### config.mk
export PLATFORM = sky130hd
export DESIGN_NAME = dmem_arbiter_flat
export DESIGN_NICKNAME = d
export VERILOG_FILES = /design/src/rtl/dmem_arbiter_pkg.sv /design/src/rtl/dmem_arbiter_if.sv /design/src/rtl/dmem_arbiter_rr_arb2.sv /design/src/rtl/dmem_arbiter.sv /design/src/flat_wrapper.sv
export SDC_FILE = /design/constraint.sdc
export NUM_CORES = 1
export LEC_CHECK = 0
export BUFFER_PORTS_ARGS = -buffer_cell sky130_fd_sc_hd__buf_2
export CAP_MARGIN = 20
export CORE_MARGIN = 4
export CORE_UTILIZATION = 45
export DETAILED_ROUTE_END_ITERATION = 16
export PLACE_DENSITY = 0.8
export SYNTH_ARGS = -nofsm -noshare
export SYNTH_HDL_FRONTEND = slang
export SYNTH_SLANG_ARGS = --single-unit
export TNS_END_PERCENT = 10
### constraint.sdc
create_clock -name clk_i -period 2 [get_ports clk_i]
set_clock_uncertainty 0.1 [all_clocks]
set_input_delay 0.5 -clock clk_i [delete_from_list [all_inputs] [get_ports clk_i]]
set_output_delay 0.5 -clock clk_i [all_outputs]
set_load 0.05 [all_outputs]
### src/rtl/dmem_arbiter_pkg.sv
// Shared types and constants for the two-port data-memory arbiter.
package dmem_arb_pkg;

  typedef enum logic [1:0] {
    IDLE   = 2'd0,
    ACCESS = 2'd1,
    RESP   = 2'd2
  } state_t;

  localparam int PORT_CPU = 0;
  localparam int PORT_DBG = 1;

endpackage

### src/rtl/dmem_arbiter_if.sv
// Requester handshakes, responses and memory pins of the data-memory arbiter.
// "master" is the side that owns the requesters and the memory array,
// "slave" is the arbiter itself.
interface dmem_arbiter_if #(
  parameter int AW = 32,
  parameter int DW = 32
);
  logic          req0_valid_i;
  logic          req0_write_i;
  logic [AW-1:0] req0_addr_i;
  logic [DW-1:0] req0_wdata_i;
  logic          req0_ready_o;
  logic          rsp0_valid_o;
  logic [DW-1:0] rsp0_rdata_o;
  logic          rsp0_err_o;

  logic          req1_valid_i;
  logic          req1_write_i;
  logic [AW-1:0] req1_addr_i;
  logic [DW-1:0] req1_wdata_i;
  logic          req1_ready_o;
  logic          rsp1_valid_o;
  logic [DW-1:0] rsp1_rdata_o;
  logic          rsp1_err_o;

  logic [AW-1:0] mem_addr_o;
  logic [DW-1:0] mem_wdata_o;
  logic          mem_read_o;
  logic          mem_write_o;
  logic [DW-1:0] mem_rdata_i;

  modport master (
    output req0_valid_i, req0_write_i, req0_addr_i, req0_wdata_i,
    input  req0_ready_o, rsp0_valid_o, rsp0_rdata_o, rsp0_err_o,
    output req1_valid_i, req1_write_i, req1_addr_i, req1_wdata_i,
    input  req1_ready_o, rsp1_valid_o, rsp1_rdata_o, rsp1_err_o,
    input  mem_addr_o, mem_wdata_o, mem_read_o, mem_write_o,
    output mem_rdata_i
  );

  modport slave (
    input  req0_valid_i, req0_write_i, req0_addr_i, req0_wdata_i,
    output req0_ready_o, rsp0_valid_o, rsp0_rdata_o, rsp0_err_o,
    input  req1_valid_i, req1_write_i, req1_addr_i, req1_wdata_i,
    output req1_ready_o, rsp1_valid_o, rsp1_rdata_o, rsp1_err_o,
    output mem_addr_o, mem_wdata_o, mem_read_o, mem_write_o,
    input  mem_rdata_i
  );
endinterface

### src/rtl/dmem_arbiter_rr_arb2.sv
// Two-way round-robin grant: a lone request always wins, a tie goes to the
// port that was not granted last.
module rr_arb2 (
  input  logic [1:0] req,
  input  logic       last_grant,
  output logic [1:0] gnt
);

  // One-hot grant, purely combinational.
  always_comb begin
    gnt = req;
    if (&req) gnt = last_grant ? 2'b01 : 2'b10;
  end

endmodule

### src/rtl/dmem_arbiter.sv
// Shares a single-port byte-addressed data memory between the CPU port (0)
// and the debug/loader port (1). Each access takes IDLE -> ACCESS -> RESP,
// i.e. one accepted request every three cycles.
module dmem_arbiter
  import dmem_arb_pkg::*;
#(
  parameter int MEM_BYTES = 32,
  parameter int AW        = 32,
  parameter int DW        = 32
) (
  input logic          clk_i,
  input logic          rst_i,
  dmem_arbiter_if.slave bus
);

  // Highest legal word start address, one bit wider than the address so an
  // address near 2^AW cannot wrap into range.
  localparam logic [AW:0] LAST_WORD = (AW+1)'(MEM_BYTES - 4);

  state_t                 state;
  logic                   last_grant;
  logic                   gnt_idx;
  logic                   write_q;
  logic                   err_q;
  logic [AW-1:0]          addr_q;
  logic [DW-1:0]          wdata_q;
  logic                   mem_read_q;
  logic                   mem_write_q;
  logic [1:0]             rsp_valid_q;
  logic [1:0]             rsp_err_q;
  logic [1:0][DW-1:0]     rsp_rdata_q;

  logic [1:0]             req;
  logic [1:0]             gnt;
  logic                   accept;
  logic                   sel_write;
  logic [AW-1:0]          sel_addr;
  logic [DW-1:0]          sel_wdata;
  logic                   oor;

  assign req = {bus.req1_valid_i, bus.req0_valid_i};

  rr_arb2 u_rr_arb2 (
    .req        (req),
    .last_grant (last_grant),
    .gnt        (gnt)
  );

  // Ready is only offered in IDLE and never while reset is held, so nothing
  // can be accepted into a transaction that the reset edge would discard.
  assign accept           = rst_i && (state == IDLE) && (|req);
  assign bus.req0_ready_o = accept & gnt[PORT_CPU];
  assign bus.req1_ready_o = accept & gnt[PORT_DBG];

  // Payload of whichever port wins this cycle.
  assign sel_write = gnt[PORT_DBG] ? bus.req1_write_i : bus.req0_write_i;
  assign sel_addr  = gnt[PORT_DBG] ? bus.req1_addr_i  : bus.req0_addr_i;
  assign sel_wdata = gnt[PORT_DBG] ? bus.req1_wdata_i : bus.req0_wdata_i;
  assign oor       = {1'b0, sel_addr} > LAST_WORD;

  assign bus.mem_addr_o   = addr_q;
  assign bus.mem_wdata_o  = wdata_q;
  assign bus.mem_read_o   = mem_read_q;
  assign bus.mem_write_o  = mem_write_q;
  assign bus.rsp0_valid_o = rsp_valid_q[PORT_CPU];
  assign bus.rsp1_valid_o = rsp_valid_q[PORT_DBG];
  assign bus.rsp0_err_o   = rsp_err_q[PORT_CPU];
  assign bus.rsp1_err_o   = rsp_err_q[PORT_DBG];
  assign bus.rsp0_rdata_o = rsp_rdata_q[PORT_CPU];
  assign bus.rsp1_rdata_o = rsp_rdata_q[PORT_DBG];

  // Access sequencer: grant and latch in IDLE, one-cycle strobe in ACCESS,
  // one-cycle response pulse in RESP. Strobes are low in IDLE and RESP, so
  // every load produces a fresh rising edge on the read strobe.
  always_ff @(posedge clk_i) begin
    if (!rst_i) begin
      state       <= IDLE;
      last_grant  <= 1'b1;
      gnt_idx     <= 1'b0;
      write_q     <= 1'b0;
      err_q       <= 1'b0;
      addr_q      <= '0;
      wdata_q     <= '0;
      mem_read_q  <= 1'b0;
      mem_write_q <= 1'b0;
      rsp_valid_q <= '0;
      rsp_err_q   <= '0;
      rsp_rdata_q <= '0;
    end else begin
      case (state)
        IDLE: begin
          if (|req) begin
            state       <= ACCESS;
            gnt_idx     <= gnt[PORT_DBG];
            last_grant  <= gnt[PORT_DBG];
            write_q     <= sel_write;
            err_q       <= oor;
            addr_q      <= sel_addr;
            wdata_q     <= sel_wdata;
            mem_read_q  <= !sel_write && !oor;
            mem_write_q <= sel_write && !oor;
          end
        end
        ACCESS: begin
          state                <= RESP;
          mem_read_q           <= 1'b0;
          mem_write_q          <= 1'b0;
          rsp_valid_q[gnt_idx] <= 1'b1;
          rsp_err_q[gnt_idx]   <= err_q;
          rsp_rdata_q[gnt_idx] <= (!write_q && !err_q) ? bus.mem_rdata_i : '0;
        end
        RESP: begin
          state       <= IDLE;
          rsp_valid_q <= '0;
          rsp_err_q   <= '0;
          rsp_rdata_q <= '0;
        end
        default: state <= IDLE;
      endcase
    end
  end

endmodule

### src/flat_wrapper.sv
// flat-port wrapper written by rule: the top's interface ports become plain ports
module dmem_arbiter_flat import dmem_arb_pkg::*;
#(
  parameter int MEM_BYTES = 32,
  parameter int AW        = 32,
  parameter int DW        = 32
)
  (clk_i, rst_i, bus_req0_valid_i, bus_req0_write_i, bus_req0_addr_i, bus_req0_wdata_i, bus_req0_ready_o, bus_rsp0_valid_o, bus_rsp0_rdata_o, bus_rsp0_err_o, bus_req1_valid_i, bus_req1_write_i, bus_req1_addr_i, bus_req1_wdata_i, bus_req1_ready_o, bus_rsp1_valid_o, bus_rsp1_rdata_o, bus_rsp1_err_o, bus_mem_addr_o, bus_mem_wdata_o, bus_mem_read_o, bus_mem_write_o, bus_mem_rdata_i);
  dmem_arbiter_if #(.AW(AW), .DW(DW)) bus_i ();
  input logic clk_i;
  input logic rst_i;
  input wire logic [$bits(bus_i.req0_valid_i)-1:0] bus_req0_valid_i;
  input wire logic [$bits(bus_i.req0_write_i)-1:0] bus_req0_write_i;
  input wire logic [$bits(bus_i.req0_addr_i)-1:0] bus_req0_addr_i;
  input wire logic [$bits(bus_i.req0_wdata_i)-1:0] bus_req0_wdata_i;
  output wire logic [$bits(bus_i.req0_ready_o)-1:0] bus_req0_ready_o;
  output wire logic [$bits(bus_i.rsp0_valid_o)-1:0] bus_rsp0_valid_o;
  output wire logic [$bits(bus_i.rsp0_rdata_o)-1:0] bus_rsp0_rdata_o;
  output wire logic [$bits(bus_i.rsp0_err_o)-1:0] bus_rsp0_err_o;
  input wire logic [$bits(bus_i.req1_valid_i)-1:0] bus_req1_valid_i;
  input wire logic [$bits(bus_i.req1_write_i)-1:0] bus_req1_write_i;
  input wire logic [$bits(bus_i.req1_addr_i)-1:0] bus_req1_addr_i;
  input wire logic [$bits(bus_i.req1_wdata_i)-1:0] bus_req1_wdata_i;
  output wire logic [$bits(bus_i.req1_ready_o)-1:0] bus_req1_ready_o;
  output wire logic [$bits(bus_i.rsp1_valid_o)-1:0] bus_rsp1_valid_o;
  output wire logic [$bits(bus_i.rsp1_rdata_o)-1:0] bus_rsp1_rdata_o;
  output wire logic [$bits(bus_i.rsp1_err_o)-1:0] bus_rsp1_err_o;
  output wire logic [$bits(bus_i.mem_addr_o)-1:0] bus_mem_addr_o;
  output wire logic [$bits(bus_i.mem_wdata_o)-1:0] bus_mem_wdata_o;
  output wire logic [$bits(bus_i.mem_read_o)-1:0] bus_mem_read_o;
  output wire logic [$bits(bus_i.mem_write_o)-1:0] bus_mem_write_o;
  input wire logic [$bits(bus_i.mem_rdata_i)-1:0] bus_mem_rdata_i;
  assign bus_i.req0_valid_i = bus_req0_valid_i;
  assign bus_i.req0_write_i = bus_req0_write_i;
  assign bus_i.req0_addr_i = bus_req0_addr_i;
  assign bus_i.req0_wdata_i = bus_req0_wdata_i;
  assign bus_req0_ready_o = bus_i.req0_ready_o;
  assign bus_rsp0_valid_o = bus_i.rsp0_valid_o;
  assign bus_rsp0_rdata_o = bus_i.rsp0_rdata_o;
  assign bus_rsp0_err_o = bus_i.rsp0_err_o;
  assign bus_i.req1_valid_i = bus_req1_valid_i;
  assign bus_i.req1_write_i = bus_req1_write_i;
  assign bus_i.req1_addr_i = bus_req1_addr_i;
  assign bus_i.req1_wdata_i = bus_req1_wdata_i;
  assign bus_req1_ready_o = bus_i.req1_ready_o;
  assign bus_rsp1_valid_o = bus_i.rsp1_valid_o;
  assign bus_rsp1_rdata_o = bus_i.rsp1_rdata_o;
  assign bus_rsp1_err_o = bus_i.rsp1_err_o;
  assign bus_mem_addr_o = bus_i.mem_addr_o;
  assign bus_mem_wdata_o = bus_i.mem_wdata_o;
  assign bus_mem_read_o = bus_i.mem_read_o;
  assign bus_mem_write_o = bus_i.mem_write_o;
  assign bus_i.mem_rdata_i = bus_mem_rdata_i;
  dmem_arbiter #(.MEM_BYTES(MEM_BYTES), .AW(AW), .DW(DW)) u_core (.clk_i(clk_i), .rst_i(rst_i), .bus(bus_i));
endmodule
==> summary by stage <==
Worst setup path
At the worst endpoint, the arrival time is 1390 ps. The kind of critical path is flip-flop to output port. The worst-path maximum fanout is 3. The worst endpoint required time is 1400 ps. STA classifies the critical path startpoint as a flip-flop.

Setup slack on the worst reg-to-reg path comes out at 210 ps. The endpoint kind of the worst setup timing path is an output port.

Synthesis
The share of cell area taken by muxes after synthesis is 0.353%. Synthesis produced 664 cells. Counting flops with a built-in enable in the synthesized netlist gives 0. The share of flip-flops with an asynchronous set or reset is 0%. The summed instance area of the synthesized netlist is 5670 µm². After synthesis, the largest area contributor takes up 49.4% of total cell area. After synthesis, the cell types taking the most area are sky130_fd_sc_hd__dfxtp_1 49%, sky130_fd_sc_hd__a32oi_1 9.9%, sky130_fd_sc_hd__a311oi_1 9.7%, sky130_fd_sc_hd__nor2_1 9.5%, sky130_fd_sc_hd__nand2_1 8.7%. Of the total synthesized cell area, the portion taken by full adders, half adders and majority gates is 0.662%.

In the synthesized netlist, the cells that appear most often are 143 x sky130_fd_sc_hd__nor2_1, 140 x sky130_fd_sc_hd__dfxtp_1, 131 x sky130_fd_sc_hd__nand2_1. Summing the areas of all and, or, nand and nor instances in the mapped netlist gives 21.3% of the synthesized area. Among all cell types in the netlist, the one instantiated most often is sky130_fd_sc_hd__nor2_1.

The synthesized design spends more area on one cell type than any other, namely sky130_fd_sc_hd__dfxtp_1. The dominant combinational cell family by area after synthesis is compound AO/OA/AOI/OAI gates. The synthesized netlist devotes 22.8% of its cell area to compound gates.

The most used flip-flop cell after synthesis is sky130_fd_sc_hd__dfxtp_1. The synthesized design contains 140 register bits. For this run, the number of Yosys warnings is 0.

The fraction of synthesized cell area in xor and xnor cells is 0%. Yosys mapped the design onto 37 distinct sky130hd cell types. The sequential-to-total area share from yosys stat is 49.4%. The number of nets produced by synthesis is 833. The average footprint of a synthesized cell is 8.54 µm².

Min path
The min-delay analysis places its worst path in the category input port to flip-flop.

Clocking
The maximum buffer depth of the clock tree is 2. The deepest level of the CTS H-tree is 4. The later pin in the worst-skew pair is clocked with a latency of 410 ps. TritonCTS built the clock tree. The clock root buffer is sky130_fd_sc_hd__clkbuf_16.

The clock slew at the register clock pins of the worst setup and hold paths is 60 ps. The clock buffer count from CTS is 17. For this design, the sink count on the clock tree is 140.

Global routing
The largest net degree at the start of global routing is 94. The first global-routing pass estimated 29800 µm of wire. After global routing the overflow that remains totals 0.

In the global route stage, overall resource usage came out at 25.6%. The via count of the first global-routing pass is 5828. The initial antenna violation count is 2.

Placement
Summed over all nets, the half-perimeter wirelength after detailed placement is 13700 µm. At the end of routability-driven placement, the weighted congestion stood at 0.970. The count of buffers added on input and output ports is 301.

Routing
The highest routing layer actually used is met4. The final routed DRC violation total is 0. After detailed routing, the average wire length per cell comes to 16.8 µm. The aggregate routed wire length is 19100 µm. The length of routed met3 wiring is 1910 µm.

After detailed routing, the wire length on met1 is 7220 µm. The met2 wirelength from detailed routing is 9310 µm. The iteration-0 DRC count of the detailed router is 518. For this run, the detailed router's first-pass iteration total came to 5. The number of vias in the routed layout is 6229. The post-detailed-route via-to-cell ratio is 5.49. The number of nets with antenna violations after detailed routing is 0.

STA
The fraction of the cycle the final worst path needs is 99.6%. The worst max-slew margin expressed relative to the limit is 72.4%. The clock period could shrink to 1990 ps. The number of max-slew violations in the final report was 0. The total negative slack for setup checks is 0 ps. Based on the critical path, the design can be clocked at up to 502 MHz. The total count of hold-check failures in the final report is 0. The transition at the pin with the smallest max-transition slack is 410 ps.

The hold slack is 242 ps. Setup repair after global routing could not meet its margin everywhere. The count of endpoints failing setup in the final report is 0.

Pwr
In this run the power density over the cells is 1080 nW/µm². Cell internal power was estimated by the tool at 5780 µW. Summed over all cells, the static leakage comes to 0.00381 µW. The share of total power dissipated in combinational logic is 27.2%. The share of total power dissipated in sequential elements is 36.1%. The clock network accounts for 36.8% of the total power.

In this run switching power makes up 34.5% of total power. The analysis attributes to net switching a power of 3050 µW. Across the VDD grid, the largest voltage drop is 0.503 mV.

Final layout
The final layout contains 1121 nets. The proportion of layout cells with a drive suffix above 1 is 39.7%. The post-synthesis to final-layout area growth is 43.6%.

Die
The effective utilization at floorplan is 46.6%. The number of I/O pins is 302. Measured along the y axis, the die boundary spans 120 µm.

The total area inside the core boundary comes to 12200 µm². The floorplan has 40 rows. The die covers 14500 µm². The die extent in x is 120 µm.

Flow run
The number of maximum-capacitance constraint violations is 0.

Status
The run finished with clean final reports.
## cell usage in the layout (no fill, tap or decap), types with 4 or more instances in the layout
master and instances:
sky130_fd_sc_hd__nor4_1 8, sky130_fd_sc_hd__buf_12 7, sky130_fd_sc_hd__dfxtp_1 138, sky130_fd_sc_hd__a311oi_1 63, sky130_fd_sc_hd__buf_4 23, sky130_fd_sc_hd__nand2_1 130
sky130_fd_sc_hd__nand4_1 6, sky130_fd_sc_hd__clkinv_4 4, sky130_fd_sc_hd__a32oi_1 64, sky130_fd_sc_hd__nor2_1 141, sky130_fd_sc_hd__a21oi_1 4, sky130_fd_sc_hd__nor3_1 5
sky130_fd_sc_hd__buf_2 299, sky130_fd_sc_hd__clkbuf_16 17
## critical path, cell delays in order, from the launching register on
cell and delay (ps):
sky130_fd_sc_hd__dfxtp_2 320, sky130_fd_sc_hd__inv_2 80, sky130_fd_sc_hd__ha_4 150, sky130_fd_sc_hd__nand2_4 70, sky130_fd_sc_hd__nor3_4 180, sky130_fd_sc_hd__buf_6 180
## worst paths after layout
check	endpoint	cells past startpoint	start
setup / recovery	bus_req0_ready_o	5	u_core.state[0]$_SDFFE_PN0P_
hold / removal	u_core.bus.mem_wdata_o[8]$_SDFFE_PN0P_	3	bus_req1_wdata_i[8]
setup reg to reg	u_core.bus.mem_wdata_o[18]$_SDFFE_PN0P_	7	u_core.state[0]$_SDFFE_PN0P_
hold reg to reg	u_core.rsp_valid_q[1]$_SDFFE_PN0P_	2	u_core.rsp_valid_q[1]$_SDFFE_PN0P_
## flip-flops by register name (all words and copies together) (netlist names)
register / cells
u_core.last_grant: 1
u_core.err_q: 1
u_core.gnt_idx: 1
u_core.bus.mem_addr_o: 32
u_core.bus.mem_write_o: 1
u_core.rsp_valid_q: 2
u_core.rsp_err_q: 2
u_core.bus.mem_read_o: 1
u_core.bus.mem_wdata_o: 32
u_core.bus.rsp1_rdata_o: 32
u_core.bus.rsp0_rdata_o: 32
u_core.write_q: 1
u_core.state: 2
## metal layers
layer	vias to the layer above	GRT usage, %
met5	-	0
met4	0	12.4
met3	51	8.61
met2	340	41.9
met1	2838	30.1
li1	3000	-
## power groups by stage
stage          combinational, µW  clock [µW]  sequential (µW)
2_1_floorplan                806           0             4050
6_report                    2400        3240             3180
3_3_place_gp                2350           0             3230
5_1_grt                     2560        3440             3210
4_1_cts                     2400        3300             3180
3_5_place_dp                2360           0             3230
## through the flow
step / setup slack (ps) / area (µm²) / std cells / power, µW / utilization, %
after detailed placement: -83.3 / 7430 / 1096 / 5600 / 61.1
after global placement: -32.3 / 7430 / 1096 / 5580 / 61.1
after global routing: -58.1 / 8140 / 1135 / 9210 / 66.9
after floorplan: -57.1 / 5680 / 664 / 4860 / -
after CTS: -34.7 / 8110 / 1131 / 8870 / 66.7
final: 8.01 / 8140 / 1135 / 8820 / 66.9
## repair_timing
item | 4_1_cts | 5_1_grt
pin swaps | 3 | 3
endpoints found under the setup margin | 2 | 2
endpoints found under the hold margin | 0 | 0
gates resized for setup | 12 | 1
hold buffers | 0 | 0
buffers inserted | 3 | 2
## kinds of logic after synthesis
family                   count (synthesis)
AO/OA/AOI/OAI                          150
adder cells (fa/ha/maj)                  3
buffers and inverters                   68
flip-flops                             140
multiplexers                             2
AND/OR/NAND/NOR                        301
## cell type report
class,instances,area (µm²)
inverter,6,25.0
multi-input combinational,456,2640
tap,168,210
timing repair buffer,331,1830
antenna,2,5.00
sequential,140,2810
fill,1069,4030
clock inverter,13,166
clock buffer,19,453
(Power assumes the default switching activity.)
